$ cat config.mk
export PLATFORM = sky130hd
export DESIGN_NAME = window_fetch_buffer
export DESIGN_NICKNAME = d
export VERILOG_FILES = /design/src/rtl/window_fetch_buffer.sv
export SDC_FILE = /design/constraint.sdc
export NUM_CORES = 1
export LEC_CHECK = 0
export BUFFER_PORTS_ARGS = -buffer_cell sky130_fd_sc_hd__clkbuf_2
export CAP_MARGIN = 10
export CORE_AREA = 2 2 294 223
export CTS_BUF_LIST = sky130_fd_sc_hd__clkbuf_8
export DETAILED_ROUTE_END_ITERATION = 10
export DIE_AREA = 0 0 296 225
export PLACE_DENSITY = 0.65
export SKIP_LAST_GASP = 1
export SLEW_MARGIN = 25
export SYNTH_ARGS = -nofsm -noshare
export SYNTH_HDL_FRONTEND = slang
export SYNTH_SLANG_ARGS = --single-unit
$ cat constraint.sdc
create_clock -name clk_i -period 8.8 [get_ports clk_i]
set_input_delay 2.2 -clock clk_i [delete_from_list [all_inputs] [get_ports clk_i]]
set_output_delay 2.2 -clock clk_i [all_outputs]
set_load 0.02 [all_outputs]
$ cat src/rtl/window_fetch_buffer.sv
// rtl/window_fetch_buffer.sv - WIN x WIN window fetcher over one sequential frame-memory read port
//
// Reads a WIN x WIN pixel window, one word per cycle, from a shared frame memory
// and presents it in parallel (row-major) to the SAD stage with a valid/ready handshake.
// Optional feature macro: WINDOW_SLIDE_REUSE_EN - a request one column to the right of
// the last completed window keeps WIN-1 columns and reads only the new right-hand column.
//
// Ports:
//   clk_i, rst_n_i         clock (rising edge), asynchronous active-low reset
//   start_i                fetch request, sampled only while idle
//   base_row_i, base_col_i window top-left corner, sampled with start_i
//   busy_o                 high whenever not idle
//   err_o                  one-cycle pulse for an out-of-frame request
//   mem_rd_o, mem_addr_o   read strobe and address, one word per cycle
//   mem_rddata_i           read data, MEM_LAT cycles after its strobe
//   win_flat_o             window, element k = r*WIN+c at [k*DATA_W +: DATA_W]
//   win_valid_o            window complete and stable
//   win_ready_i            consumer accepts the window
//   done_o                 one-cycle pulse after the valid/ready handshake
module window_fetch_buffer #(
    parameter int DATA_W     = 32,
    parameter int WIN        = 4,
    parameter int FRAME_COLS = 64,
    parameter int FRAME_ROWS = 64,
    parameter int ADDR_W     = 16,
    parameter int MEM_LAT    = 1
) (
    input  logic                      clk_i,
    input  logic                      rst_n_i,
    input  logic                      start_i,
    input  logic [ADDR_W-1:0]         base_row_i,
    input  logic [ADDR_W-1:0]         base_col_i,
    output logic                      busy_o,
    output logic                      err_o,
    output logic                      mem_rd_o,
    output logic [ADDR_W-1:0]         mem_addr_o,
    input  logic [DATA_W-1:0]         mem_rddata_i,
    output logic [WIN*WIN*DATA_W-1:0] win_flat_o,
    output logic                      win_valid_o,
    input  logic                      win_ready_i,
    output logic                      done_o
);
    localparam int N     = WIN * WIN;
    localparam int IDX_W = $clog2(N);
    localparam int CNT_W = $clog2(N + 1);
    localparam int RC_W  = $clog2(WIN + 1);

    typedef enum logic [1:0] {
        S_IDLE  = 2'd0,
        S_FETCH = 2'd1,
        S_DRAIN = 2'd2,
        S_HOLD  = 2'd3
    } state_e;

    state_e state_q, state_d;

    logic [ADDR_W-1:0]        row_q, col_q;
    logic [RC_W-1:0]          r_q, c_q;
    logic [CNT_W-1:0]         ret_cnt_q;
    logic                     err_q, done_q;
    logic [N-1:0][DATA_W-1:0] win_q;
    logic                     pipe_vld_q [MEM_LAT];
    logic [IDX_W-1:0]         pipe_idx_q [MEM_LAT];

    logic [ADDR_W:0]  row_end, col_end;
    logic             in_bounds, start_ok, is_slide, slide_q;
    logic             last_issue, ret_fire, ret_last;
    logic [IDX_W-1:0] iss_idx, ret_idx;
    logic [CNT_W-1:0] ret_tgt_m1;

    // One extra bit so a base near the top of the address range cannot wrap past the check.
    assign row_end   = {1'b0, base_row_i} + (ADDR_W+1)'(WIN);
    assign col_end   = {1'b0, base_col_i} + (ADDR_W+1)'(WIN);
    assign in_bounds = (row_end <= (ADDR_W+1)'(FRAME_ROWS)) && (col_end <= (ADDR_W+1)'(FRAME_COLS));
    assign start_ok  = (state_q == S_IDLE) && start_i && in_bounds;

`ifdef WINDOW_SLIDE_REUSE_EN
    logic prev_vld_q;

    // row_q/col_q still hold the base of the last accepted fetch while idle.
    assign is_slide = prev_vld_q && (base_row_i == row_q) && (base_col_i == col_q + ADDR_W'(1));

    always_ff @(posedge clk_i or negedge rst_n_i) begin
        if (!rst_n_i) begin
            prev_vld_q <= 1'b0;
            slide_q    <= 1'b0;
        end else begin
            if (start_ok) begin
                slide_q <= is_slide;
            end
            if ((state_q == S_HOLD) && win_ready_i) begin
                prev_vld_q <= 1'b1;
            end
        end
    end
`else
    assign is_slide = 1'b0;
    assign slide_q  = 1'b0;
`endif

    // A slide walks only column WIN-1, so both modes end on (WIN-1, WIN-1).
    assign last_issue = (state_q == S_FETCH) && (r_q == RC_W'(WIN - 1)) && (c_q == RC_W'(WIN - 1));
    assign iss_idx    = IDX_W'(r_q) * IDX_W'(WIN) + IDX_W'(c_q);
    assign ret_fire   = pipe_vld_q[MEM_LAT-1];
    assign ret_idx    = pipe_idx_q[MEM_LAT-1];
    assign ret_tgt_m1 = slide_q ? CNT_W'(WIN - 1) : CNT_W'(N - 1);
    assign ret_last   = ret_fire && (ret_cnt_q == ret_tgt_m1);

    always_ff @(posedge clk_i or negedge rst_n_i) begin
        if (!rst_n_i) begin
            state_q <= S_IDLE;
        end else begin
            state_q <= state_d;
        end
    end

    always_comb begin
        state_d     = state_q;
        busy_o      = (state_q != S_IDLE);
        mem_rd_o    = 1'b0;
        mem_addr_o  = '0;
        win_valid_o = 1'b0;
        win_flat_o  = win_q;
        err_o       = err_q;
        done_o      = done_q;
        unique case (state_q)
            S_IDLE: begin
                if (start_ok) begin
                    state_d = S_FETCH;
                end
            end
            S_FETCH: begin
                mem_rd_o   = 1'b1;
                mem_addr_o = (row_q + ADDR_W'(r_q)) * ADDR_W'(FRAME_COLS) + col_q + ADDR_W'(c_q);
                if (last_issue) begin
                    state_d = S_DRAIN;
                end
            end
            S_DRAIN: begin
                // Jump straight on the final return so valid follows it by one cycle.
                if (ret_last) begin
                    state_d = S_HOLD;
                end
            end
            S_HOLD: begin
                win_valid_o = 1'b1;
                if (win_ready_i) begin
                    state_d = S_IDLE;
                end
            end
            default: state_d = S_IDLE;
        endcase
    end

    always_ff @(posedge clk_i or negedge rst_n_i) begin
        if (!rst_n_i) begin
            row_q     <= '0;
            col_q     <= '0;
            r_q       <= '0;
            c_q       <= '0;
            ret_cnt_q <= '0;
            err_q     <= 1'b0;
            done_q    <= 1'b0;
            win_q     <= '0;
            for (int j = 0; j < MEM_LAT; j++) begin
                pipe_vld_q[j] <= 1'b0;
                pipe_idx_q[j] <= '0;
            end
        end else begin
            err_q  <= (state_q == S_IDLE) && start_i && !in_bounds;
            done_q <= (state_q == S_HOLD) && win_ready_i;

            // In-flight tracker: each read carries its destination element to the return side.
            pipe_vld_q[0] <= mem_rd_o;
            pipe_idx_q[0] <= iss_idx;
            for (int j = 1; j < MEM_LAT; j++) begin
                pipe_vld_q[j] <= pipe_vld_q[j-1];
                pipe_idx_q[j] <= pipe_idx_q[j-1];
            end

            if (start_ok) begin
                row_q     <= base_row_i;
                col_q     <= base_col_i;
                r_q       <= '0;
                c_q       <= is_slide ? RC_W'(WIN - 1) : '0;
                ret_cnt_q <= '0;
                if (is_slide) begin
                    for (int rr = 0; rr < WIN; rr++) begin
                        for (int cc = 0; cc < WIN - 1; cc++) begin
                            win_q[rr*WIN+cc] <= win_q[rr*WIN+cc+1];
                        end
                    end
                end
            end

            if (state_q == S_FETCH) begin
                if (c_q == RC_W'(WIN - 1)) begin
                    r_q <= r_q + RC_W'(1);
                    c_q <= slide_q ? RC_W'(WIN - 1) : '0;
                end else begin
                    c_q <= c_q + RC_W'(1);
                end
            end

            if (ret_fire) begin
                win_q[ret_idx] <= mem_rddata_i;
                ret_cnt_q      <= ret_cnt_q + CNT_W'(1);
            end
        end
    end
endmodule
* Word-level counts from Yosys, hierarchy flattened
Index checks and enable logic that the tools add are counted.
Word-level totals: logic and storage cells 83, input port bits 68, flip-flop bits (word level) 558, output and inout bits 533
Cells by class: reduce and logical (&&, ||, !) cells 15, order comparisons 4, mux-type cells 19, add/subtract/negate cells 9, equal/unequal tests 10
Operators by type and width (count):
- 512-bit bitwise mux | 1
- 32-bit demux with 4-bit select | 1
- 16-bit by 3-bit adder with 17-bit output, second input constant | 2
- 17-bit by 7-bit less-or-equal comparator with 1-bit output, second input constant | 2
- 32-bit two-way mux | 1
- 3-bit two-way mux | 6
- 16-bit adder | 1
- 16-bit by 3-bit adder with 16-bit output | 1
- 16-bit two-way mux | 1
- 10-bit by 3-bit adder with 10-bit output | 1
- 5-bit two-way mux | 2
- 1-bit logical AND | 9
- 2-bit two-way mux | 4
- 2-bit inequality test, second input constant | 4
- 2-bit one-hot mux with 4 select lines | 1
- 3-bit by 1-bit adder with 3-bit output, second input constant | 2
- 3-bit by 2-bit == test with 1-bit output, second input constant | 2
- 2-bit nonzero test | 3
- 5-bit by 1-bit adder with 5-bit output, second input constant | 1
- 5-bit by 4-bit == test with 1-bit output, second input constant | 1
- 4-bit by 5-bit less-than comparator with 1-bit output, second input constant | 1
- 4-bit by 3-bit adder with 4-bit output | 1
- 2-bit == test, second input constant | 2
- 4-bit by 1-bit greater-or-equal comparator with 1-bit output, second input constant | 1
- other kinds (5) | 6

* Logic depth before layout (Yosys ltp)
depth after elaboration 7, gate-level depth with buffers 13, mapped depth without buffers 13

* Least setup slack after synthesis
No wires, ideal clock.
kind flip-flop to output port, start register r_q[1], end output port mem_addr_o[15], path buffers 0, arrival time 2948 ps, slack 3652 ps, cell stages (with the launch flop) 12, required time 6600 ps, cells stage by stage dfrtp_1 ha_1 a21o_1 a21oi_1 xnor2_1 ha_1 inv_1 a2111oi_0 o311ai_0 o21ai_0 xnor2_1 and2_1
Between the ends: cells in the longest elaborated chain, start to end 4
Ends and longest elaborated chain:
- start: declaration | line 58 | logic [RC_W-1:0] r_q, c_q;
- start signal: assignment | line 198 | r_q <= r_q + RC_W'(1);
- 10-bit by 3-bit adder with 10-bit output | line 134 | mem_addr_o = (row_q + ADDR_W'(r_q)) * ADDR_W'(FRAME_COLS) + col_q + ADDR_W'(c_q);
- 16-bit adder | line 134
- 16-bit by 3-bit adder with 16-bit output | line 134
- 16-bit two-way mux | line 126 | unique case (state_q)
- end: declaration | line 36 | output logic [ADDR_W-1:0] mem_addr_o,
No other way between the ends.

* Worst setup path after layout
Ends and elaborated chain as after synthesis.

==> impl_metrics.py <==
metrics = {
    "drt": {
        "first_pass_iters": 5,
        "drt_iter0_drc": 562,
        "avgRoutedWirePerCell_um": 21.92,
        "routed_wl_um": 65750,
        "drc": 0,
        "via_per_inst": 4.877,
        "via_count": 14630,
        "drtAntennaViolNets": 0,
    },
    "layout": {
        "fin_nets": 2162,
        "nFillCells": 5792,
        "multiInputGateArea_um2": 7781,
        "finalNonFillerCells": 3000,
        "drive_above_1_share": 0.6014,
        "area_growth_pct": 26.90,
        "regArea_um2": 13960,
    },
    "critical_path": {
        "required_ps": 6600,
        "worstPathMaxFanout": 5,
        "max_stage_delay_ps": 830,
        "reg2reg_slack_ps": 6040,
        "crit_path_cell_trace": "ha_1 > a21o_1 > a21oi_1 > xnor2_1 > ha_1 > inv_1 > a2111oi_0 > o311ai_0 > o21ai_0 > xnor2_1 > and2_1 > clkbuf_2",
        "startpoint_type": "flip-flop",
        "crit_type": "flip-flop to primary output",
        "cp_top_family": "compound AO/OA/AOI/OAI gates",
        "arrival_ps": 4230,
        "cp-end-kind": "primary output",
        "crit_slowest_cell": "a2111oi_0",
        "crit_buf_inv": 2,
    },
    "clock_tree": {
        "clockBufferDepth": 3,
        "cts_root_buffer": "clkbuf_8",
        "cts_hold_buf": 0,
        "numCtsBuffers": 88,
        "cts_setup_buffers": 0,
        "cts_sinks": 558,
        "cts-resized-gates": 0,
        "cts_tree": "yes",
        "path_clk_slew_ps": 60,
        "htree_levels": 3,
        "insertion_delay_ps": 660,
    },
    "logic_synthesis": {
        "synthXorXnorAreaFrac": 0.008726,
        "synth_cells": 1448,
        "synth_top_area_frac": 0.6323,
        "synth_top_family_by_area": "multiplexers",
        "yosys.area_share.simple": 0.03541,
        "synthAdderAreaFrac": 0.01654,
        "synth_nets": 1544,
        "synth_compound_area_frac": 0.02034,
        "ys.flop_type": "dfrtp_1",
        "yosysWarnings": 0,
        "yosysTopAreaCell": "dfrtp_1",
        "muxShareOfSynthArea": 0.2677,
        "ys_async_sr_fraction": 1.000,
        "synth_area_leaders": "dfrtp_1 63%, mux2_2 26%, ha_1 1.5%",
        "seq_area_frac_synth": 0.6323,
        "synth_cell_types": 57,
        "synth.avg_cell_area_um2": 15.25,
        "netlist_area_um2": 22080,
        "synth_edf_count": 0,
        "synth_seq_cells": 558,
    },
    "global_routing": {
        "grt.total_usage": 0.1932,
        "grt_pass1_vias": 15180,
        "antenna_found_initial": 4,
        "grt_remaining_overflow": 0,
        "grt_max_degree": 179,
        "grt_pass1_wl_um": 96960,
    },
    "placed_design": {
        "place_inst": 2834,
        "io_buffers": 600,
        "dp_hpwl_um": 45690,
        "place.gp.congestion": 0.8521,
    },
    "floorplan": {
        "core_um2": 63460,
        "die_height_um": 225,
        "die_area_um2": 66600,
        "ioPinCount": 601,
        "start_util": 0.3480,
        "die_w_um": 296,
        "rows": 80,
    },
    "sta": {
        "setup_viol": 0,
        "fin_crit_ps": 6428,
        "whs_ps": 477.8,
        "finalCritPeriodShare": 0.7305,
        "hold_violations": 0,
        "maxSlewHeadroom": 0.3027,
        "skew_ps": 19.85,
        "final_max_slew_viol_count": 0,
        "tightest_slew_ps": 1046,
        "max_freq_mhz": 155.6,
        "tns_ps": 0,
        "rsz0062_at_grt": "no",
    },
    "pwr": {
        "p_leak_uw": 0.01408,
        "ir_worst_vdd_v": 0.0002238,
        "power_density_nw_per_um2": 396.2,
    },
    "outcome": {
        "status": "finished, final reports clean",
    },
    "min_path": {
        "hp-class": "flip-flop to flip-flop",
    },
    "flow_run": {
        "maxCapViolCount": 0,
    },
}
-- stage by stage --
| stage | setup slack [ps] | cell area [um^2] | power [uW] | util |
|---|---|---|---|---|
| after floorplan | 3652 | 22080 | 7037 | - |
| after global placement | 3275 | 26030 | 8784 | 0.4101 |
| after detailed placement | 3170 | 26110 | 8925 | 0.4115 |
| after CTS | 2398 | 27930 | 11230 | 0.4401 |
| after global routing | 1999 | 28020 | 11660 | 0.4415 |
| final | 2372 | 28020 | 11100 | 0.4416 |
-- cell usage after synthesis (2+ instances only) --
cell and n:
xor2_1 10, inv_1 16, buf_1 15, xnor2_1 12, clkbuf_1 75, a31oi_1 4
o21ai_0 13, a21oi_1 13, mux2_1 6, a21o_1 3, o31a_1 2, nand3b_1 4
o31ai_1 2, buf_2 2, a211oi_1 2, nand3_1 11, mux2_2 518, fa_1 2
and3_1 6, a211o_1 3, nand2_1 26, nor2b_1 21, and2_1 11, or4_1 2
o211ai_1 3, o21bai_1 3, nor2_1 23, nor3_1 5, or3_1 6, and4_1 2
o22ai_1 3, nand4_1 6, dfrtp_1 558, ha_1 26, nand2b_1 12
-- flip-flops by register name, summed over array words and instances, names as in the netlist --
signal      count
win_flat_o    512
col_q          16
row_q          10
ret_cnt_q       5
pipe_idx_q      4
c_q             3
r_q             3
state_q         2
done_o          1
err_o           1
pipe_vld_q      1
-- per-layer routing --
metal / global-route usage / vias to the layer above / wire length [um]
met5: 0 / - / 0
met2: 0.3160 / 418 / 31880
met4: 0.06566 / 0 / 1834
li1: - / 6352 / -
met3: 0.03639 / 103 / 3206
met1: 0.2583 / 7758 / 28830
-- power breakdown --
group	internal, uW	total, uW	switching [uW]
combinational	1760	4510	2750
sequential	3710	4330	624
clock	1220	2260	1040
total	6680	11100	4420
-- placed cells by master, fill, tap and decap left out, types with 10 or more instances in the layout --
master,netlist,layout
xnor2_1,12,12
nor2b_1,21,20
nand2_1,26,25
inv_1,16,47
mux2_2,518,518
a21oi_1,13,13
clkbuf_8,0,110
dfrtp_1,558,558
buf_4,0,12
nand3_1,11,11
nand2b_1,12,12
clkinv_2,0,10
and2_1,11,11
xor2_1,10,10
o21ai_0,13,13
clkbuf_2,0,599
ha_1,26,26
nor2_1,23,14
-- worst reg2reg max path, stage by stage (launching register included) --
cell      delay, ps
dfrtp_1         610
nor3b_1         580
nand3b_1        620
buf_4           470
mux2_2          350
-- area by class of cell --
| type | instances | share of cell area |
|---|---|---|
| multi-input combinational | 781 | 0.2777 |
| tap | 861 | 0.03844 |
| clock inverter | 49 | 0.01085 |
| inverter | 16 | 0.002143 |
| sequential | 558 | 0.4983 |
| clock buffer | 110 | 0.05403 |
| timing repair buffer | 621 | 0.1182 |
| antenna | 4 | 0.0003572 |
-- path summary, 6_finish.rpt --
| check | start | endpoint | cells after the start |
|---|---|---|---|
| worst min register to register | c_q[0]$_DFFE_PN0P_ | pipe_idx_q[0]$_DFF_PN0_ | 0 |
| worst max register to register | pipe_vld_q$_DFF_PN0_ | win_flat_o[62]$_DFFE_PN0P_ | 4 |
| worst max-delay path | r_q[1]$_DFF_PN0_ | mem_addr_o[15] | 12 |
| max in group asynchronous | rst_n_i | state_q[0]$_DFFE_PN0P_ | 3 |
| min in group asynchronous | rst_n_i | win_flat_o[374]$_DFFE_PN0P_ | 1 |
| worst min-delay path | c_q[0]$_DFFE_PN0P_ | pipe_idx_q[0]$_DFF_PN0_ | 0 |
-- cells by family (layout without fill, tap and decap cells) --
family                   Yosys count  count (layout)
buffers and inverters            109             796
AO/OA/AOI/OAI                     65              65
multiplexers                     525             525
other                              0               4
XOR/XNOR                          22              22
adder cells (fa/ha/maj)           28              28
flip-flops                       558             558
AND/OR/NAND/NOR                  141             141
Note: power is estimated with default switching activity, not from simulation.
